**config.mk**
```make
export PLATFORM = sky130hd
export DESIGN_NAME = pm_loader
export DESIGN_NICKNAME = d
export VERILOG_FILES = /design/src/rtl/pm_loader_pkg.sv /design/src/rtl/pm_loader_timer.sv /design/src/rtl/pm_loader.sv
export SDC_FILE = /design/constraint.sdc
export NUM_CORES = 1
export LEC_CHECK = 0
export ABC_AREA = 1
export BUFFER_PORTS_ARGS = -buffer_cell sky130_fd_sc_hd__buf_2
export CAP_MARGIN = 20
export CORE_MARGIN = 2
export CORE_UTILIZATION = 59
export CTS_CLUSTER_SIZE = 20
export DETAILED_ROUTE_END_ITERATION = 12
export GPL_ROUTABILITY_DRIVEN = 0
export MAX_ROUTING_LAYER = met4
export PLACE_DENSITY = 0.8
export SETUP_SLACK_MARGIN = 0.15
export SLEW_MARGIN = 15
export SYNTH_ARGS = -nofsm -noshare
export SYNTH_HDL_FRONTEND = slang
export SYNTH_SLANG_ARGS = --single-unit
```
**constraint.sdc**
```tcl
create_clock -name clk -period 2.1 [get_ports clk]
set_input_delay 0.315 -clock clk [delete_from_list [all_inputs] [get_ports clk]]
set_output_delay 0.315 -clock clk [all_outputs]
set_load 0.02 [all_outputs]
```
**src/rtl/pm_loader_pkg.sv**
```systemverilog
// ============================================================================
// Module   : pm_loader_pkg
// Brief    : Shared types and constants for the program-memory loader.
// Revision : 1.0 - initial release
// ============================================================================
`default_nettype none

package pm_loader_pkg;

    localparam int          ADDR_W        = 8;
    localparam int          DATA_W        = 8;
    localparam logic [7:0]  HDR_BYTE_DFLT = 8'hA5;

    typedef enum logic [2:0] {
        IDLE = 3'd0,
        ADDR = 3'd1,
        LEN  = 3'd2,
        DATA = 3'd3,
        CSUM = 3'd4,
        DONE = 3'd5
    } state_t;

endpackage

`default_nettype wire

```
**src/rtl/pm_loader_timer.sv**
```systemverilog
// ============================================================================
// Module   : pm_loader_timer
// Brief    : Loadable down-counter flagging a stalled byte stream.
// Revision : 1.0 - initial release
// ============================================================================
`default_nettype none

module pm_loader_timer #(
    parameter int TIMEOUT_CYCLES = 1000
) (
    input  logic clk,
    input  logic reset,
    input  logic clear,
    input  logic enable,
    output logic expired
);

    localparam int          CNT_W  = $clog2(TIMEOUT_CYCLES + 1);
    // Loaded with N-1 so expired is seen in the Nth idle cycle and acted on at its edge
    localparam logic [CNT_W-1:0] c_LOAD = CNT_W'(TIMEOUT_CYCLES - 1);

    logic [CNT_W-1:0] r_cnt;

    always_ff @(posedge clk or negedge reset) begin
        if (!reset) begin
            r_cnt <= c_LOAD;
        end else if (clear) begin
            r_cnt <= c_LOAD;
        end else if (enable && (r_cnt != '0)) begin
            r_cnt <= r_cnt - 1'b1;
        end
    end

    assign expired = enable && (r_cnt == '0);

endmodule

`default_nettype wire

```
**src/rtl/pm_loader.sv**
```systemverilog
// ============================================================================
// Module   : pm_loader
// Brief    : Writes a framed, checksummed byte stream into program memory and
//            holds the CPU in reset until a good frame has been loaded.
// Revision : 1.0 - initial release
// ============================================================================
`default_nettype none

module pm_loader
    import pm_loader_pkg::*;
#(
    parameter int          TIMEOUT_CYCLES = 1000,
    parameter logic [7:0]  HDR_BYTE       = HDR_BYTE_DFLT
) (
    input  logic              clk,
    input  logic              reset,
    input  logic [DATA_W-1:0] in_data,
    input  logic              in_valid,
    output logic              in_ready,
    output logic [ADDR_W-1:0] pm_wr_addr,
    output logic [DATA_W-1:0] pm_wr_data,
    output logic              pm_wren,
    output logic              cpu_hold,
    output logic              load_done,
    output logic              load_err,
    output logic [ADDR_W:0]   bytes_written
);

    state_t             r_state, w_state_nxt;
    logic [ADDR_W-1:0]  r_ptr;
    logic [ADDR_W:0]    r_remain;
    logic [DATA_W-1:0]  r_acc;
    logic [ADDR_W-1:0]  r_wr_addr;
    logic [DATA_W-1:0]  r_wr_data;
    logic               r_wren;
    logic               r_hold;
    logic               r_done;
    logic               r_err;
    logic [ADDR_W:0]    r_bytes;

    logic               w_xfer;
    logic               w_in_frame;
    logic               w_expired;
    logic               w_timeout;

    assign in_ready   = (r_state != DONE);
    assign w_xfer     = in_valid && in_ready;
    assign w_in_frame = (r_state == ADDR) || (r_state == LEN) ||
                        (r_state == DATA) || (r_state == CSUM);
    // A byte arriving in the same cycle as expiry still counts
    assign w_timeout  = w_expired && !w_xfer;

    pm_loader_timer #(
        .TIMEOUT_CYCLES (TIMEOUT_CYCLES)
    ) u_timer (
        .clk     (clk),
        .reset   (reset),
        .clear   (w_xfer || !w_in_frame),
        .enable  (w_in_frame),
        .expired (w_expired)
    );

    always_ff @(posedge clk or negedge reset) begin
        if (!reset) begin
            r_state <= IDLE;
        end else begin
            r_state <= w_state_nxt;
        end
    end

    always_comb begin
        w_state_nxt = r_state;
        case (r_state)
            IDLE: if (w_xfer && (in_data == HDR_BYTE)) w_state_nxt = ADDR;
            ADDR: if (w_xfer) w_state_nxt = LEN;  else if (w_timeout) w_state_nxt = IDLE;
            LEN:  if (w_xfer) w_state_nxt = DATA; else if (w_timeout) w_state_nxt = IDLE;
            DATA: begin
                if (w_xfer) begin
                    if (r_remain == (ADDR_W+1)'(1)) w_state_nxt = CSUM;
                end else if (w_timeout) begin
                    w_state_nxt = IDLE;
                end
            end
            CSUM: if (w_xfer) w_state_nxt = DONE; else if (w_timeout) w_state_nxt = IDLE;
            DONE: w_state_nxt = IDLE;
            default: w_state_nxt = IDLE;
        endcase
    end

    always_ff @(posedge clk or negedge reset) begin
        if (!reset) begin
            r_ptr     <= '0;
            r_remain  <= '0;
            r_acc     <= '0;
            r_wr_addr <= '0;
            r_wr_data <= '0;
            r_wren    <= 1'b0;
            r_hold    <= 1'b0;
            r_done    <= 1'b0;
            r_err     <= 1'b0;
            r_bytes   <= '0;
        end else begin
            r_wren <= 1'b0;
            r_done <= 1'b0;
            if (w_timeout) begin
                r_err <= 1'b1;
            end
            case (r_state)
                IDLE: begin
                    if (w_xfer && (in_data == HDR_BYTE)) begin
                        r_hold  <= 1'b1;
                        r_err   <= 1'b0;
                        r_bytes <= '0;
                        r_acc   <= '0;
                    end
                end
                ADDR: if (w_xfer) r_ptr <= in_data;
                LEN: begin
                    // A length byte of zero encodes a full 256-byte page
                    if (w_xfer) r_remain <= (in_data == '0) ? {1'b1, {ADDR_W{1'b0}}}
                                                            : {1'b0, in_data};
                end
                DATA: begin
                    if (w_xfer) begin
                        r_wren    <= 1'b1;
                        r_wr_addr <= r_ptr;
                        r_wr_data <= in_data;
                        r_ptr     <= r_ptr + 1'b1;
                        r_acc     <= r_acc + in_data;
                        r_bytes   <= r_bytes + 1'b1;
                        r_remain  <= r_remain - 1'b1;
                    end
                end
                CSUM: begin
                    if (w_xfer) begin
                        if (in_data == r_acc) begin
                            r_done <= 1'b1;
                            r_hold <= 1'b0;
                        end else begin
                            r_err  <= 1'b1;
                        end
                    end
                end
                default: ;
            endcase
        end
    end

    assign pm_wr_addr    = r_wr_addr;
    assign pm_wr_data    = r_wr_data;
    assign pm_wren       = r_wren;
    assign cpu_hold      = r_hold;
    assign load_done     = r_done;
    assign load_err      = r_err;
    assign bytes_written = r_bytes;

endmodule

`default_nettype wire

```
==> Word-level counts from Yosys, hierarchy flattened <==
Index checks and enable logic that the tools add are counted.
{ "totals": {"ff_bits": 67, "out_inout_bits": 30, "elab_cells": 95} }
{ "op_classes": {"n_addsub": 5, "muxes": 37, "reduce_logical": 26, "eq_ne": 15} }
{ "op_table": {"columns": ["op", "n"], "rows": [
  ["9-bit two-way mux", 5],
  ["9-bit case mux with 2 select lines", 2],
  ["8-bit two-way mux", 4],
  ["8-bit case mux with 2 select lines", 2],
  ["3-bit two-way mux", 7],
  ["10-bit two-way mux", 2],
  ["3-bit case mux with 5 select lines", 1],
  ["1-bit two-way mux", 12],
  ["10-bit zero test", 1],
  ["2-bit != test, second input constant", 5],
  ["10-bit nonzero test", 1],
  ["2-bit nonzero test", 5],
  ["10-bit by 1-bit subtractor with 10-bit output, second input constant", 1],
  ["9-bit by 1-bit adder with 9-bit output, second input constant", 1],
  ["9-bit by 1-bit == test with 1-bit output, second input constant", 1],
  ["3-bit AND reduction", 3],
  ["9-bit by 1-bit subtractor with 9-bit output, second input constant", 1],
  ["8-bit by 1-bit adder with 8-bit output, second input constant", 1],
  ["8-bit adder", 1],
  ["8-bit == test", 1],
  ["8-bit == test, second input constant", 1],
  ["8-bit zero test", 1],
  ["3-bit by 2-bit == test with 1-bit output, second input constant", 2],
  ["1-bit logical AND", 5],
  ["other kinds (11)", 17]
]} }

==> Depth between registers and ports, before layout <==
Gate-level depths: netlist of the first run.
{ "logic_depth": {"depth_word": 10, "ltp_mapped": 11, "depth_no_buf": 11} }

==> Cells and area by module <==
Synthesis of the first run repeated with hierarchy kept, for this count alone.
{ "unflattened": {"cells_unflattened": 571, "area_unflattened_um2": 4057.6} }
{ "modules_own_cells": {"columns": ["module", "area_each_um2", "cells_per_inst", "n_inst", "seq_area_each_um2"], "rows": [
  ["pm_loader", 3365.7, 474, 1, 1426.4],
  ["pm_loader_timer", 691.9, 97, 1, 260.2]
]} }

==> Worst setup path after synthesis of the first run <==
No wires, ideal clock.
{ "synth_timing": {"path_type": "register -> register", "startpoint": "reg r_acc[0]", "endpoint": "reg r_acc[4]", "arrival_ns": 1.501, "slack_ns": 0.482, "stages_incl_launch_ff": 8, "setup_time_ns": 0.116, "period_less_slack_ns": 1.618, "path_cell_list": "dfrtp_1 -> ha_1 -> fa_1 -> nand3_1 -> nand3_1 -> or2_2 -> nand3_1 -> nand2_1"} }
{ "synth_via": {"elab_chain_len": 3} }
{ "synth_rtl": {"columns": ["item", "line", "text"], "rows": [
  ["start: declaration", "pm_loader.sv:32", "logic [DATA_W-1:0] r_acc;"],
  ["start signal: assignment", "pm_loader.sv:129", "r_acc <= r_acc + in_data;"],
  ["8-bit adder", "pm_loader.sv:129", null],
  ["8-bit two-way mux", "pm_loader.sv:124", "if (w_xfer) begin"],
  ["8-bit case mux with 2 select lines", "pm_loader.sv:108", "case (r_state)"]
]} }
No other way between the ends. The select of a mux whose other input is x is not followed.
A chain may end at the register's enable or synchronous reset.

==> Final worst setup path of the first run <==
{ "layout_timing": {"startpoint": "reg r_state[0]", "endpoint": "reg r_remain[5]"} }
{ "layout_via": {"elab_chain_len": 4} }
{ "layout_rtl": {"columns": ["item", "line", "text"], "rows": [
  ["start: declaration", "pm_loader.sv:29", "state_t r_state, w_state_nxt;"],
  ["start signal: assignment", "pm_loader.sv:67", "r_state <= w_state_nxt;"],
  ["3-bit != test", "pm_loader.sv:46", "assign in_ready = (r_state != DONE);"],
  ["1-bit logical AND", "pm_loader.sv:47", "assign w_xfer = in_valid && in_ready;"],
  ["2-bit != test (no source line)", null, null],
  ["3-bit AND reduction (no source line)", null, null],
  ["end signal: assignment", "pm_loader.sv:120", "if (w_xfer) r_remain <= (in_data == '0) ? {1'b1, {ADDR_W{1'b0}}}"],
  ["end signal: assignment", "pm_loader.sv:131", "r_remain <= r_remain - 1'b1;"],
  ["end: declaration", "pm_loader.sv:31", "logic [ADDR_W:0] r_remain;"]
]} }
Several ways; a longest one is shown, not always the timed one.

==> results.cfg, run 1 <==
[logic_synthesis]
syn-cell-area_um2 = 4020
syn_nets = 561
most_common_flop_cell_mapped_by_yosys = sky130_fd_sc_hd__dfrtp_1
synth.largest_area_cell = sky130_fd_sc_hd__dfrtp_1
yosys-top-cells-area = sky130_fd_sc_hd__dfrtp_1 37%, sky130_fd_sc_hd__nand2_1 15%, sky130_fd_sc_hd__inv_1 6.0%, sky130_fd_sc_hd__nand3_1 5.6%, sky130_fd_sc_hd__nor2_1 5.4%
synth_enable_flop_cells = 0
portion_of_the_post_synthesis_area_used_by_sequential_elements = 0.420
yosys_warnings = 0
postSynthAreaPerCell_um2 = 7.49
synth.top_cell.area_share = 0.368
post_synth_num_cell_types = 38
synth.ff_latch_count = 67
post-synth-top-count-cell = sky130_fd_sc_hd__nand2_1
netlist_instances = 536
leading_cell_types_by_count_after_synthesis = 159 x sky130_fd_sc_hd__nand2_1, 64 x sky130_fd_sc_hd__inv_1, 59 x sky130_fd_sc_hd__dfrtp_1
ys_async_sr_fraction = 1.00

[critical_path]
critical_path_required_ps = 2360
criticalPathCategory = flop to flop
worst-endpoint-arrival_ps = 2030
start_kind = flop
kind_of_end_point_of_the_critical_path = flop
timing.critical_path.fanout_max = 18

[sta]
final.min_clock_period_ps = 1770
timing.clock.skew_ps = 10.2
finalSetupViolations = 0
tightestPinTransition_ps = 509
clock.fmax_ghz = 0.565
finalHoldViolations = 0
setup_repair_after_global_routing_missed_its_margin = false
drv_slew = 0
finalSetupTns_ps = 0
max_slew_margin = 0.660
final_min_period_over_clock_period = 0.843

[floorplan]
die_area_um2 = 7480
die_y_um = 86.5
core.rowCount = 30
dieWidth_um = 86.5
core_region_area_um2 = 6680
initial_utilization = 0.601
io_pins = 41

[clocking]
path_clk_slew_ps = 80
worstSkewPairLatency_ps = 350
cts_tree = yes
cts_buffers = 9
clock_path_buffers = 2
clock_sinks = 67
post-cts-setup-buffers = 0
clock_tree.htree_level_count = 3
ctsRootBufferMaster = sky130_fd_sc_hd__clkbuf_8

[detailed_routing]
route.antenna.remaining_nets = 0
detailed_route_via_count = 3649
detailedRoute.firstIterationViolations = 192
routed_vias_inst = 5.49
post-route-drc-count = 0
aggregate_routed_wire_length_um = 9020
detail_route.wl_per_cell_um = 13.6
number_of_iterations_in_the_first_detailed_routing_pass = 5

[power_and_ir_drop]
pwr_density_cell_nw_per_um2 = 1280
worst_ir_drop_vdd_uv = 665
total_leakage_power_nw = 2.39

[global_route]
number_of_global_route_vias_before_repair = 3450
grt_busiest_layer = met2
grtUsageMet3 = 0.0410
gr-usage-met1 = 0.348
overflow = 0
grt_use_met2 = 0.417
wire_length_of_the_first_global_routing_pass_um = 15300
grt_max_degree = 68
grt_antenna_before_repair = 0
gr-usage-all-layers = 0.266

[final_layout]
fill_count = 574
diodes = 0
drive_above_1_share = 0.162
flow.area_growth_from_synthesis_pct = 11.4
stdcell_count = 665
finalNetCount = 605

[placed_design]
dp_hpwl_um = 6570
port_buffers = 40
dp_cells = 648

[hold_path]
hold_class = input port to flop

[run_status]
outcome = finished, final reports clean

[run]
maxCapViolCount = 0
## area by class of cell
class                      count  area (um2)  area share
sequential                    67        1690       0.377
timing repair buffer          46         260      0.0582
tap                           80         100      0.0224
clock inverter                 6        65.1      0.0145
clock buffer                  10         138      0.0308
inverter                      71         267      0.0596
multi-input combinational    385        1960       0.437
## routing by layer
metal / part of all wire / up-vias
met5: 0 / -
met4: 0.020 / 0
met1: 0.46 / 1738
li1: - / 1796
met3: 0.045 / 17
met2: 0.48 / 98
## power breakdown
group,internal [mW],switching (mW)
Combinational,0.872,1.59
Sequential,1.76,0.379
Clock,0.580,0.519
Total,3.21,2.49
## cells by family after synthesis
family	Yosys count	synth area share
simple gates	290	0.313
buf+inv	84	0.0929
compound gates	70	0.102
flops	67	0.420
fa+ha+maj	14	0.0455
xor+xnor	10	0.0218
mux	1	0.00561
## layout by cell type (no fill, tap or decap), drive strengths merged
cell and instances:
a21boi 5, a21o 1, a21oi 14, a22oi 2, a31oi 4, buf 45
bufinv 1, clkbuf 10, clkinv 4, clkinvlp 1, dfrtp 59, dfstp 8
dlygate4sd3 1, fa 1, ha 13, inv 71, mux2i 1, nand2 162
nand3 48, nand3b 1, nand4 11, nor2 62, nor3 3, nor4 1
o211ai 3, o21ai 39, o22ai 2, or2 2, xnor2 6, xor2 4
## critical path, cell delays in order, from the launching register on
cell and delay, ps:
sky130_fd_sc_hd__dfrtp_1 660, sky130_fd_sc_hd__nand3_4 220, sky130_fd_sc_hd__inv_2 340, sky130_fd_sc_hd__nand2_1 120, sky130_fd_sc_hd__o21ai_0 170, sky130_fd_sc_hd__nand2_1 70, sky130_fd_sc_hd__o21ai_0 90
## final timing paths
check / from / to / slack (ps) / depth (start not counted)
min reg2reg: pm_wr_data[2] / pm_wr_data[2] / 480 / 2
min in group asynchronous: reset / r_remain[7] / 500 / 3
min: in_data[0] / pm_wr_data[0] / 240 / 3
max in group asynchronous: reset / u_timer.r_cnt[7] / 1270 / 3
max reg2reg: r_state[0] / r_remain[5] / 330 / 6
max: r_state[0] / r_remain[5] / 330 / 6
## registers in the layout, indices dropped and copies added (netlist names), 3 cells and up
signal,count
u_timer.r_cnt,10
r_ptr,8
r_remain,9
bytes_written,9
pm_wr_addr,8
r_acc,8
r_state,3
pm_wr_data,8
## timing repair
item                      4_1_cts  5_1_grt
hold endpoints to repair       59        0
resized for setup               0        0
hold buffers                    1        0
## per-stage QoR
stage                util  cell area, um2  hold slack (ps)  power [mW]  worst slack (ps)
finish              0.669            4470              237        5.71               329
global route        0.669            4470              246        6.18               175
CTS                 0.669            4470              231        5.72               345
detailed placement  0.637            4260              365        4.61               279
global placement    0.637            4260              366        4.52               329
floorplan               -            4020             19.4        4.00               482
(Power assumes the default switching activity.)
==> run 2: changes to the inputs <==
==> constraint.sdc (replaced) <==
create_clock -name clk -period 1.8 [get_ports clk]
set_input_delay 0.27 -clock clk [delete_from_list [all_inputs] [get_ports clk]]
set_output_delay 0.27 -clock clk [all_outputs]
set_load 0.02 [all_outputs]
==> run 2 against run 1 <==
- sequential share of layout area is 1.3 points lower
- critical endpoint is now r_acc[4]
- clock skew is 1.5 ps lower
- clock power is 29% higher
- die area stayed put
==> results.cfg, run 2 (same netlist as run 1, synthesis figures left out) <==
[critical_path]
worst-endpoint-arrival_ps = 1890
kind_of_end_point_of_the_critical_path = flop
start_kind = flop
criticalPathCategory = flop to flop
timing.critical_path.fanout_max = 3
timing.reg2reg.setup_slack_ps = 160
terminus_of_the_critical_flop_to_flop_path = r_acc[4]
worst_r2r_start = r_acc[0]
critical_path_launch_point = r_acc[0]
timing.critical_path.to = r_acc[4]
worstRegToRegCells = 7
critical_path_required_ps = 2050

[clocking]
clock_sinks = 67
cts_buffers = 9
cts_tree = yes
clock_tree.htree_level_count = 3
worstSkewPairLatency_ps = 360
ctsRootBufferMaster = sky130_fd_sc_hd__clkbuf_8
path_clk_slew_ps = 80
clock_path_buffers = 2

[sta]
finalHoldViolations = 0
finalSetupViolations = 0
max_slew_margin = 0.627
timing.clock.skew_ps = 8.65
tightestPinTransition_ps = 560
drv_slew = 0
final_min_period_over_clock_period = 0.910
finalSetupTns_ps = 0
final.min_clock_period_ps = 1640
setup_repair_after_global_routing_missed_its_margin = true
clock.fmax_ghz = 0.610

[global_route]
gr-usage-all-layers = 0.266
gr-usage-met1 = 0.347
grt_max_degree = 29
grtUsageMet3 = 0.0638
grt_antenna_before_repair = 0
wire_length_of_the_first_global_routing_pass_um = 15200
number_of_global_route_vias_before_repair = 3378
grt_use_met2 = 0.408
overflow = 0
grt_busiest_layer = met2

[run_status]
outcome = finished, final reports clean

[final_layout]
final_common_cell = sky130_fd_sc_hd__nand2_1
drive_above_1_share = 0.192
reg_with_most_ffs = u_timer.r_cnt
area_taken_by_multi_input_logic_gates_um2 = 2010
seqCellArea_um2 = 1690
fill_count = 539
largest_reg_flops = 10
layout_common_cells = 159 x sky130_fd_sc_hd__nand2_1, 64 x sky130_fd_sc_hd__inv_1, 57 x sky130_fd_sc_hd__nor2_1, 57 x sky130_fd_sc_hd__dfrtp_1, 43 x sky130_fd_sc_hd__nand3_1
diodes = 0
flow.area_growth_from_synthesis_pct = 15.6
finalNetCount = 614
final_cell_area_um2 = 4640

[placed_design]
dp_hpwl_um = 6620
detailed_place.area_um2 = 4340
port_buffers = 40

[detailed_routing]
number_of_iterations_in_the_first_detailed_routing_pass = 5
aggregate_routed_wire_length_um = 9310
detailedRoute.firstIterationViolations = 232
detail_route.wl_per_cell_um = 13.8
route.antenna.remaining_nets = 0
routed_vias_inst = 5.45
detailed_route_via_count = 3673
post-route-drc-count = 0

[floorplan]
die_y_um = 86.5
core_region_area_um2 = 6680
dieWidth_um = 86.5
io_pins = 41
core.rowCount = 30
initial_utilization = 0.601
die_area_um2 = 7480

[power_and_ir_drop]
share_seq_of_total_power = 0.355
switching_share = 0.432
worst_ir_drop_vdd_uv = 724
share_clk_of_total_power = 0.202
total_leakage_power_nw = 2.45
power.internal_mw = 3.99
p_sw_mw = 3.04
pwr_density_cell_nw_per_um2 = 1520
combinational_share_of_power = 0.443

[hold_path]
hold_class = input port to flop

[run]
maxCapViolCount = 0
## run 2: cell types whose count changed in the layout (fill, tap and decap cells not counted), sizes merged
cell      before  now
inv           71   72
bufinv         1    2
clkinvlp       1    2
buf           45   54
clkinv         4    2
clkbuf        10    9
## run 2: worst min path at each step
stage / startpoint / end / slack (ps) / cells after the start
after detailed placement: reset / r_remain[7] / 290 / 1
after global placement: reset / r_remain[7] / 290 / 1
after CTS: in_data[3] / pm_wr_data[3] / 190 / 3
final: in_data[3] / pm_wr_data[3] / 200 / 3
after global routing: in_data[2] / pm_wr_data[2] / 210 / 3
after floorplan: reset / bytes_written[0] / -30 / 0
## run 2: metal layers
metal | share of wire | vias to the layer above
li1 | - | 1822
met1 | 0.45 | 1729
met2 | 0.47 | 105
met3 | 0.054 | 17
met4 | 0.019 | 0
met5 | 0 | -
## run 2: worst max-delay path, cell delays in order, from the launching register on
cell and delay [ps]:
sky130_fd_sc_hd__dfrtp_1 390, sky130_fd_sc_hd__ha_2 200, sky130_fd_sc_hd__fa_2 350, sky130_fd_sc_hd__nand3_1 100, sky130_fd_sc_hd__nand3_2 80, sky130_fd_sc_hd__or2_2 280, sky130_fd_sc_hd__nand3_1 80, sky130_fd_sc_hd__nand2_1 50
## run 2: power groups by stage
stage               Combinational (mW)  Clock, mW  Sequential (mW)
finish                            3.12       1.42             2.49
CTS                               2.97       1.45             2.49
global placement                  2.86          0             2.48
floorplan                         1.99          0             2.69
global route                      3.50       1.50             2.56
detailed placement                2.94          0             2.51
## run 2: repair_timing
action                                  CTS  global route
hold buffers                              1             0
endpoints found under the hold margin    18             0
buffers inserted                          0             2
endpoints found under the setup margin    1            32
gates resized for setup                   1            12
## run 2: layout make-up
class,count,share of cell area
Multi-Input combinational cell,385,0.432
Sequential cell,67,0.364
Timing Repair Buffer,55,0.0761
Inverter,71,0.0574
Clock buffer,9,0.0267
Clock inverter,7,0.0218
Tap cell,80,0.0216
## run 2: metrics by stage
| stage | power [mW] | instances | setup slack [ps] | util | hold WS (ps) |
|---|---|---|---|---|---|
| after floorplan | 4.67 | 536 | 182 | - | -25.6 |
| after global placement | 5.34 | 655 | 139 | 0.649 | 289 |
| after detailed placement | 5.45 | 655 | 101 | 0.649 | 288 |
| after CTS | 6.91 | 672 | 170 | 0.685 | 187 |
| after global routing | 7.56 | 674 | 108 | 0.694 | 206 |
| final | 7.03 | 674 | 162 | 0.694 | 199 |
